==> src/rtl/mux_seq_nto1.sv <==
// mux_seq_nto1 : registered N:1 channel selector with direct and scan modes.
//
// Direct mode passes channel[sel] to y one cycle later. Scan mode steps
// round-robin through all channels and holds each one for dwell+1 cycles.
// Every output is registered, so there is no combinational path from x or sel
// to y.
//
// Ports:
//   clk, rst_n    rising-edge clock; asynchronous active-low reset
//   x             packed channels, channel i = x[i*WIDTH +: WIDTH]
//   sel           direct-mode channel index
//   mode          0 = direct, 1 = scan
//   en            run enable; 0 freezes all state (y_valid drops)
//   dwell         scan-mode hold time minus one
//   y, y_valid    registered sample and its valid flag
//   cur_sel       index of the channel that produced y
//   wrap          one-cycle pulse when scan output returns from CHANNELS-1 to 0
//   sel_err       direct-mode sel >= CHANNELS (y is forced to 0)
//
// Optional build macro MUX_SEQ_PARITY_EN adds y_par, the XOR reduction of y.
module mux_seq_nto1 #(
  parameter int CHANNELS = 16,
  parameter int WIDTH    = 1,
  parameter int SEL_W    = $clog2(CHANNELS),
  parameter int DWELL_W  = 8
) (
  input  logic                      clk,
  input  logic                      rst_n,
  input  logic [CHANNELS*WIDTH-1:0] x,
  input  logic [SEL_W-1:0]          sel,
  input  logic                      mode,
  input  logic                      en,
  input  logic [DWELL_W-1:0]        dwell,
  output logic [WIDTH-1:0]          y,
  output logic                      y_valid,
  output logic [SEL_W-1:0]          cur_sel,
  output logic                      wrap,
  output logic                      sel_err
`ifdef MUX_SEQ_PARITY_EN
  ,
  output logic                      y_par
`endif
);

  typedef enum logic [1:0] {IDLE, DIRECT, SCAN} state_e;

  localparam logic [SEL_W-1:0] LAST = SEL_W'(CHANNELS - 1);

  logic [CHANNELS-1:0][WIDTH-1:0] ch;
  assign ch = x;

  state_e             state_q, state_d;
  logic               paused_q, paused_d;   // IDLE reached by pausing a scan
  logic [SEL_W-1:0]   idx_q, idx_d;         // channel to show on the next scan edge
  logic [DWELL_W-1:0] cnt_q, cnt_d;         // edges that idx_q has already been shown
  logic [WIDTH-1:0]   y_q, y_d;
  logic               vld_q, vld_d;
  logic [SEL_W-1:0]   cs_q, cs_d;
  logic               wrap_q, wrap_d;
  logic               err_q, err_d;

  logic               sel_ill;
  logic [SEL_W-1:0]   sel_safe;
  logic               restart;
  logic [SEL_W-1:0]   idx_eff;
  logic [DWELL_W-1:0] cnt_eff;

  // Compare one bit wider so that CHANNELS == 2**SEL_W does not overflow.
  assign sel_ill  = ({1'b0, sel} >= (SEL_W+1)'(CHANNELS));
  assign sel_safe = sel_ill ? '0 : sel;

  always_comb begin
    state_d  = state_q;
    paused_d = paused_q;
    idx_d    = idx_q;
    cnt_d    = cnt_q;
    y_d      = y_q;
    vld_d    = 1'b0;
    cs_d     = cs_q;
    wrap_d   = 1'b0;
    err_d    = err_q;
    restart  = 1'b0;
    idx_eff  = idx_q;
    cnt_eff  = cnt_q;

    if (!en) begin
      state_d = IDLE;
      if (state_q == SCAN) paused_d = 1'b1;
    end else if (!mode) begin
      state_d  = DIRECT;
      paused_d = 1'b0;
      cs_d     = sel;
      if (sel_ill) begin
        y_d   = '0;
        err_d = 1'b1;
      end else begin
        y_d   = ch[sel_safe];
        err_d = 1'b0;
        vld_d = 1'b1;
      end
    end else begin
      state_d  = SCAN;
      paused_d = 1'b0;
      // A fresh entry restarts at channel 0; a paused scan resumes in place.
      restart  = (state_q != SCAN) && !(state_q == IDLE && paused_q);
      if (restart) begin
        idx_eff = '0;
        cnt_eff = '0;
      end
      y_d    = ch[idx_eff];
      cs_d   = idx_eff;
      vld_d  = 1'b1;
      err_d  = 1'b0;
      wrap_d = !restart && (cs_q == LAST) && (idx_eff == '0);
      // >= rather than == so a dwell shortened below the running count
      // advances immediately instead of waiting for the counter to roll over.
      if (cnt_eff >= dwell) begin
        cnt_d = '0;
        idx_d = (idx_eff == LAST) ? '0 : idx_eff + 1'b1;
      end else begin
        cnt_d = cnt_eff + 1'b1;
        idx_d = idx_eff;
      end
    end
  end

  always_ff @(posedge clk or negedge rst_n) begin
    if (!rst_n) begin
      state_q  <= IDLE;
      paused_q <= 1'b0;
      idx_q    <= '0;
      cnt_q    <= '0;
      y_q      <= '0;
      vld_q    <= 1'b0;
      cs_q     <= '0;
      wrap_q   <= 1'b0;
      err_q    <= 1'b0;
    end else begin
      state_q  <= state_d;
      paused_q <= paused_d;
      idx_q    <= idx_d;
      cnt_q    <= cnt_d;
      y_q      <= y_d;
      vld_q    <= vld_d;
      cs_q     <= cs_d;
      wrap_q   <= wrap_d;
      err_q    <= err_d;
    end
  end

  assign y       = y_q;
  assign y_valid = vld_q;
  assign cur_sel = cs_q;
  assign wrap    = wrap_q;
  assign sel_err = err_q;

`ifdef MUX_SEQ_PARITY_EN
  logic par_q;

  // Parity follows y_d, so it is 0 whenever y is forced to 0.
  always_ff @(posedge clk or negedge rst_n) begin
    if (!rst_n) par_q <= 1'b0;
    else        par_q <= ^y_d;
  end

  assign y_par = par_q;
`endif

endmodule

==> config.mk <==
export PLATFORM = sky130hd
export DESIGN_NAME = mux_seq_nto1
export DESIGN_NICKNAME = d
export VERILOG_FILES = /design/src/rtl/mux_seq_nto1.sv
export SDC_FILE = /design/constraint.sdc
export NUM_CORES = 1
export LEC_CHECK = 0
export CORE_ASPECT_RATIO = 0.6
export CORE_MARGIN = 2
export CORE_UTILIZATION = 25
export DETAILED_ROUTE_END_ITERATION = 12
export PLACE_DENSITY_LB_ADDON = 0.05
export SLEW_MARGIN = 20
export SYNTH_ARGS = -nofsm -noshare
export SYNTH_HDL_FRONTEND = slang
export SYNTH_SLANG_ARGS = --single-unit
==> constraint.sdc <==
create_clock -name clk -period 3.1 [get_ports clk]
set_input_delay 0.62 -clock clk [delete_from_list [all_inputs] [get_ports clk]]
set_output_delay 0.62 -clock clk [all_outputs]
set_load 0.005 [all_outputs]
-- After elaboration in Yosys (flattened, before gate mapping)
Index checks and enable logic that the tools add are counted.
- $add $sub $neg: 2
- magnitude comparators: 3
- eq/ne operators: 4
- mux-type cells: 22
- reduce and logical (&&, ||, !) cells: 10
- operators with widths (kind ; number):
    8-bit 2-to-1 mux ; 4
    4-bit 2-to-1 mux ; 6
    4-bit by 5-bit < comparator with 1-bit output, second input constant ; 2
    8-bit by 1-bit adder with 8-bit output, second input constant ; 1
    1-bit binary-select mux with 4-bit select ; 2
    4-bit == test, second input constant ; 2
    8-bit >= comparator ; 1
    1-bit 2-to-1 mux ; 8
    4-bit by 1-bit adder with 4-bit output, second input constant ; 1
    1-bit logical AND ; 4
    4-bit zero test ; 1
    2-bit 2-to-1 mux ; 2
    2-bit == test, second input constant ; 1
    1-bit zero test ; 2
    2-bit zero test ; 1
    2-bit inequality test, second input constant ; 1
    2-bit AND reduction ; 1
    2-bit nonzero test ; 1
- bits in registers: 22
- input port bits: 32
- output and inout bits: 8
- word-level logic and storage cells: 49

-- Longest topological paths before layout
Gate-level depths: netlist of the first run.
- depth in word-level cells: 11
- depth in mapped cells: 11
- depth with buffers taken out: 8

-- Least setup slack after synthesis of the first run
Ideal clock, no wire load.
- kind: flip-flop to flip-flop
- start: reg state_q[1]
- end: reg idx_q[3]
- data arrival time: 2.276 ns
- path slack: 0.702 ns
- cell stages (with the launch flop): 12
- cell sequence: dfrtp_1 > o21ba_1 > buf_4 > clkbuf_1 > and2_1 > ha_1 > a211oi_1 > o21ai_1 > a21oi_2 > buf_6 > nor2_1 > a32o_1
- cells in the longest elaborated chain, start to end: 10
- elaborated cells between the ends (all ways): 16
- RTL lines (item ; line ; RTL):
    from (decl) ; 52 ; state_e state_q, state_d;
    from (signal assigned) ; 139 ; state_q <= state_d;
    2-bit zero test ; 105 ; restart = (state_q != SCAN) && !(state_q == IDLE && paused_q);
    1-bit logical AND ; 105 ;
    1-bit zero test ; 105 ;
    1-bit logical AND (*) ; 105 ;
    4-bit 2-to-1 mux ; 106 ; if (restart) begin
    4-bit 2-to-1 mux ; 89 ; end else if (!mode) begin
    4-bit 2-to-1 mux ; 86 ; if (!en) begin
    4-bit by 1-bit adder with 4-bit output / 4-bit == test (equally long branches) ; 119 ; idx_d = (idx_eff == LAST) ? '0 : idx_eff + 1'b1;
    4-bit 2-to-1 mux ; 119 ;
    4-bit 2-to-1 mux (*) ; 117 ; if (cnt_eff >= dwell) begin
    to (signal assigned) ; 141 ; idx_q <= idx_d;
    to (decl) ; 54 ; logic [SEL_W-1:0] idx_q, idx_d;
Every way passes the cells marked *; elsewhere a longest branch is shown, timed or not. The select of a mux whose other input is x is not followed.
A chain may end at the register's enable or synchronous reset.

-- Final worst setup path of the first run
- start: reg state_q[0]
- end: reg cnt_q[5]
- cells in the longest elaborated chain, start to end: 9
- elaborated cells between the ends (all ways): 11
- RTL lines (item ; line ; RTL):
    2-bit zero test ; 105 ;
    1-bit logical AND ; 105 ;
    1-bit zero test ; 105 ;
    1-bit logical AND (*) ; 105 ;
    8-bit 2-to-1 mux (*) ; 106 ;
    8-bit 2-to-1 mux (*) ; 89 ;
    8-bit 2-to-1 mux (*) ; 86 ;
    8-bit by 1-bit adder with 8-bit output / 8-bit >= comparator (equally long branches) ; 121, 117 ;
    8-bit 2-to-1 mux (*) ; 117 ;
    to (signal assigned) ; 142 ; cnt_q <= cnt_d;
    to (decl) ; 55 ; logic [DWELL_W-1:0] cnt_q, cnt_d;
Marks and branches as above.

==> results of run 1 <==
synthesized netlist by cell type (2+ instances only):
cell type,n
o22ai_1,3
nand3_1,9
a2111oi_0,2
a31oi_1,4
nand4_1,4
nor2b_1,6
a22o_1,2
mux4_2,3
dfrtp_1,22
and3_1,2
mux2i_1,7
a21oi_1,13
buf_4,2
ha_1,11
clkbuf_1,5
o2111ai_1,3
nor2_1,10
o311ai_1,2
o21ai_0,8
nand2_1,18
mux2_2,3
and2_1,6
inv_1,18
a311oi_1,2
nand2b_1,4
buf_2,5
cells by family after synthesis:
kind of cell	after synthesis	share of synthesized area
DFF	22	0.3221
xor gates and xnor gates	1	0.005125
adders and majority gates	11	0.08053
other	1	0.002194
and+or+nand+nor	65	0.1999
buffers and inverters	31	0.08052
muxes	13	0.1003
AOI/OAI and AO/OA	52	0.2094
layer usage:
layer	GRT usage	vias to the layer above	routed length, um
met1	0.1997	761	2522
met3	0.03543	0	280
met4	0.01719	0	0
met5	0	-	0
met2	0.1910	39	1875
li1	-	772	-
where the power goes:
group / switching [mW] / total [mW] / internal [mW]
clock: 0.102 / 0.358 / 0.256
sequential: 0.0254 / 0.333 / 0.307
combinational: 0.0818 / 0.179 / 0.0977
registers in the layout, summed over array words and instances (netlist names):
register	count
y	1
paused_q	1
state_q	2
cnt_q	8
idx_q	4
y_valid	1
wrap	1
cur_sel	4
layout make-up:
cell class,count,share of cell area
clock inverters,1,0.01314
clock buffers,3,0.03284
well taps,87,0.04762
inverters,18,0.02956
repair buffers,45,0.1894
multi-input cells,143,0.4466
flip-flops and latches,22,0.2408
repair_timing:
item / CTS / global route
endpoints found under the setup margin: 0 / 2
resized for setup: 0 / 1
setup buffers: 0 / 0
path summary, 6_finish.rpt:
| kind | startpoint | endpoint | slack [ps] | cells after the start |
|---|---|---|---|---|
| setup / recovery | state_q[0] | cnt_q[5] | 420 | 8 |
| hold / removal | paused_q | paused_q | 510 | 2 |
| setup reg to reg | state_q[0] | cnt_q[5] | 420 | 8 |
| hold reg to reg | paused_q | paused_q | 510 | 2 |
| max in group asynchronous | rst_n | idx_q[1] | 2140 | 2 |
| min in group asynchronous | rst_n | state_q[0] | 720 | 2 |
worst min-delay path: stages, from the launching register on:
cell and delay [ps]:
dfrtp_1 350, a21oi_1 50, nor2_1 70
stage by stage:
step / area [sq um] / instances
2_1_floorplan: 1709 / 196
3_3_place_gp: 2181 / 315
3_5_place_dp: 2181 / 315
4_1_cts: 2286 / 319
5_1_grt: 2286 / 319
6_report: 2286 / 319
==> results by group, run 1 <==
Setup path
  • Slowest stage delay, CP: approximately 460 ps
  • WP data required: 3250 ps
  • Top cell family by delay on the critical path: compound AO/OA/AOI/OAI gates
  • Buf+Inv Stages, Crit Path: 0
  • Critical Path Slowest Stage Cell: a21oi_2
  • Critical Path Source Type: flip-flop
  • Crit Path Max Fanout: 14
  • CP Cell Sequence: o21ba_2, and2_1, ha_1, a211oi_1, o21ai_1, a21oi_2, nand3_2, o311ai_1
  • Arr. time, crit path: around 2800 ps
  • Setup crit end kind: flip-flop
  • Setup Crit Path Kind: reg2reg

Yosys
  • Register bit total from synthesis: 22
  • Post-synth top area cell: dfrtp_1
  • Post-synth top area share: 0.3221
  • Sequential area share after synthesis: 0.3221
  • Top post-synthesis cells by area: dfrtp_1 (32%), ha_1 (8.1%), mux2i_1 (4.1%)
  • Async S/R FF share, synth: 1.000
  • Syn Nets: 239
  • Post-synth EDFFs: 0
  • Count of cell types in the netlist: 48
  • Ys Warns: 0
  • Post-Syn Area: ~1700 sq um
  • Post-Syn Instances: 196
  • Syn_area_per_cell: 8.720 sq um
  • Primary FF master, synth: dfrtp_1

Timing
  • Max Freq: 0.3730 GHz
  • Final TNS setup: 0 ps
  • Tmin final: 2681 ps
  • Final-report hold violation count: 0
  • Final setup fails: 0
  • Clock skew: 2.171 ps
  • Relative slew margins: 0.6434
  • Worst slew pin tran: approximately 530 ps
  • Setup ws final: 419.1 ps
  • Worst hold margin: 506.9 ps
  • Fin crit share: 0.8648
  • RSZ-0062 raised after global routing: no
  • Slew Viols, Final: 0

Run
  • Maxcap violations: 0

Route
  • Drt pass-1 iters: 4
  • Final wirelength: 4.678 mm
  • DRC: 0
  • Via count: 1572
  • Routed vias/inst: 4.928
  • Antenna Nets Post-Route: 0
  • DR WL/cell: 14.66 um
  • Initial drt markers: 72

Die
  • Die Span Y: 68.05 um
  • Core outline area: 6648 sq um
  • Cell Rows: 23
  • Die width: between 100 and 150 um
  • Die area: 7536 sq um
  • Starting Density: 0.2571
  • Boundary Pins: 40

Finish
  • Commonest non-fill, non-tap cells in the layout: clkdlybuf4s50_1 (38), dfrtp_1 (22), inv_1 (18), nand2_1 (18), a21oi_1 (13)
  • Area of the multi-input gates: 1021 sq um
  • FF/Latch Area: 550.5 sq um
  • # fillers: 680
  • Layout cell share with drive strength beyond 1: 0.1034
  • Fin nets: 276
  • Finished Core Util: 0.3439
  • Area Growth Syn to Fin: 33.75%
  • Commonest non-fill, non-tap cell in the layout: clkdlybuf4s50_1
  • N_diodes: 0

Global route
  • First-pass GRT wire length: 7.838 mm
  • GR Overflow Total: 0
  • Pin count of the biggest net entering global routing: 23
  • Initial antenna violation count: 0
  • Vias in the first global route: 1518
  • Tot GR Track Use: 0.1321

Pwr
  • Cell area power density: 380.6 nW/um^2
  • Max VDD drop: 0.2675 mV
  • Power consumption: 870.1 uW
  • P_leak: 0.9976 nW

Run status
  • Status: finished clean

CTS
  • Root Buffer: clkbuf_16
  • Clock Latency Late Sink: 250 ps
  • CTS HTree Levels: 1
  • Total clock sinks: 22
  • Post-CTS Hold Buffers: 0
  • Worst-case clock buffer depth: 2
  • CTS tree: yes
  • Clock-pin slew on the worst setup and hold paths: 60 ps
  • CTS buffer count: 3

Placed design
  • DP Worst Slack: 230.8 ps
  • DP HPWL: 3.769 mm
  • Port bufs: 38
  • Gp weighted congestion: 0.7998

Worst hold path
  • Hold Path Class: reg2reg
(Power assumes the default switching activity.)
==> run 2, diff against run 1 <==
--- a/config.mk
+++ b/config.mk
@@ -5,6 +5,7 @@
 export SDC_FILE = /design/constraint.sdc
 export NUM_CORES = 1
 export LEC_CHECK = 0
+export ABC_AREA = 0
 export CORE_ASPECT_RATIO = 0.6
 export CORE_MARGIN = 2
 export CORE_UTILIZATION = 25
==> results of run 2 <==
Same layout as run 1: the final DEF is identical, and so are final timing and power.
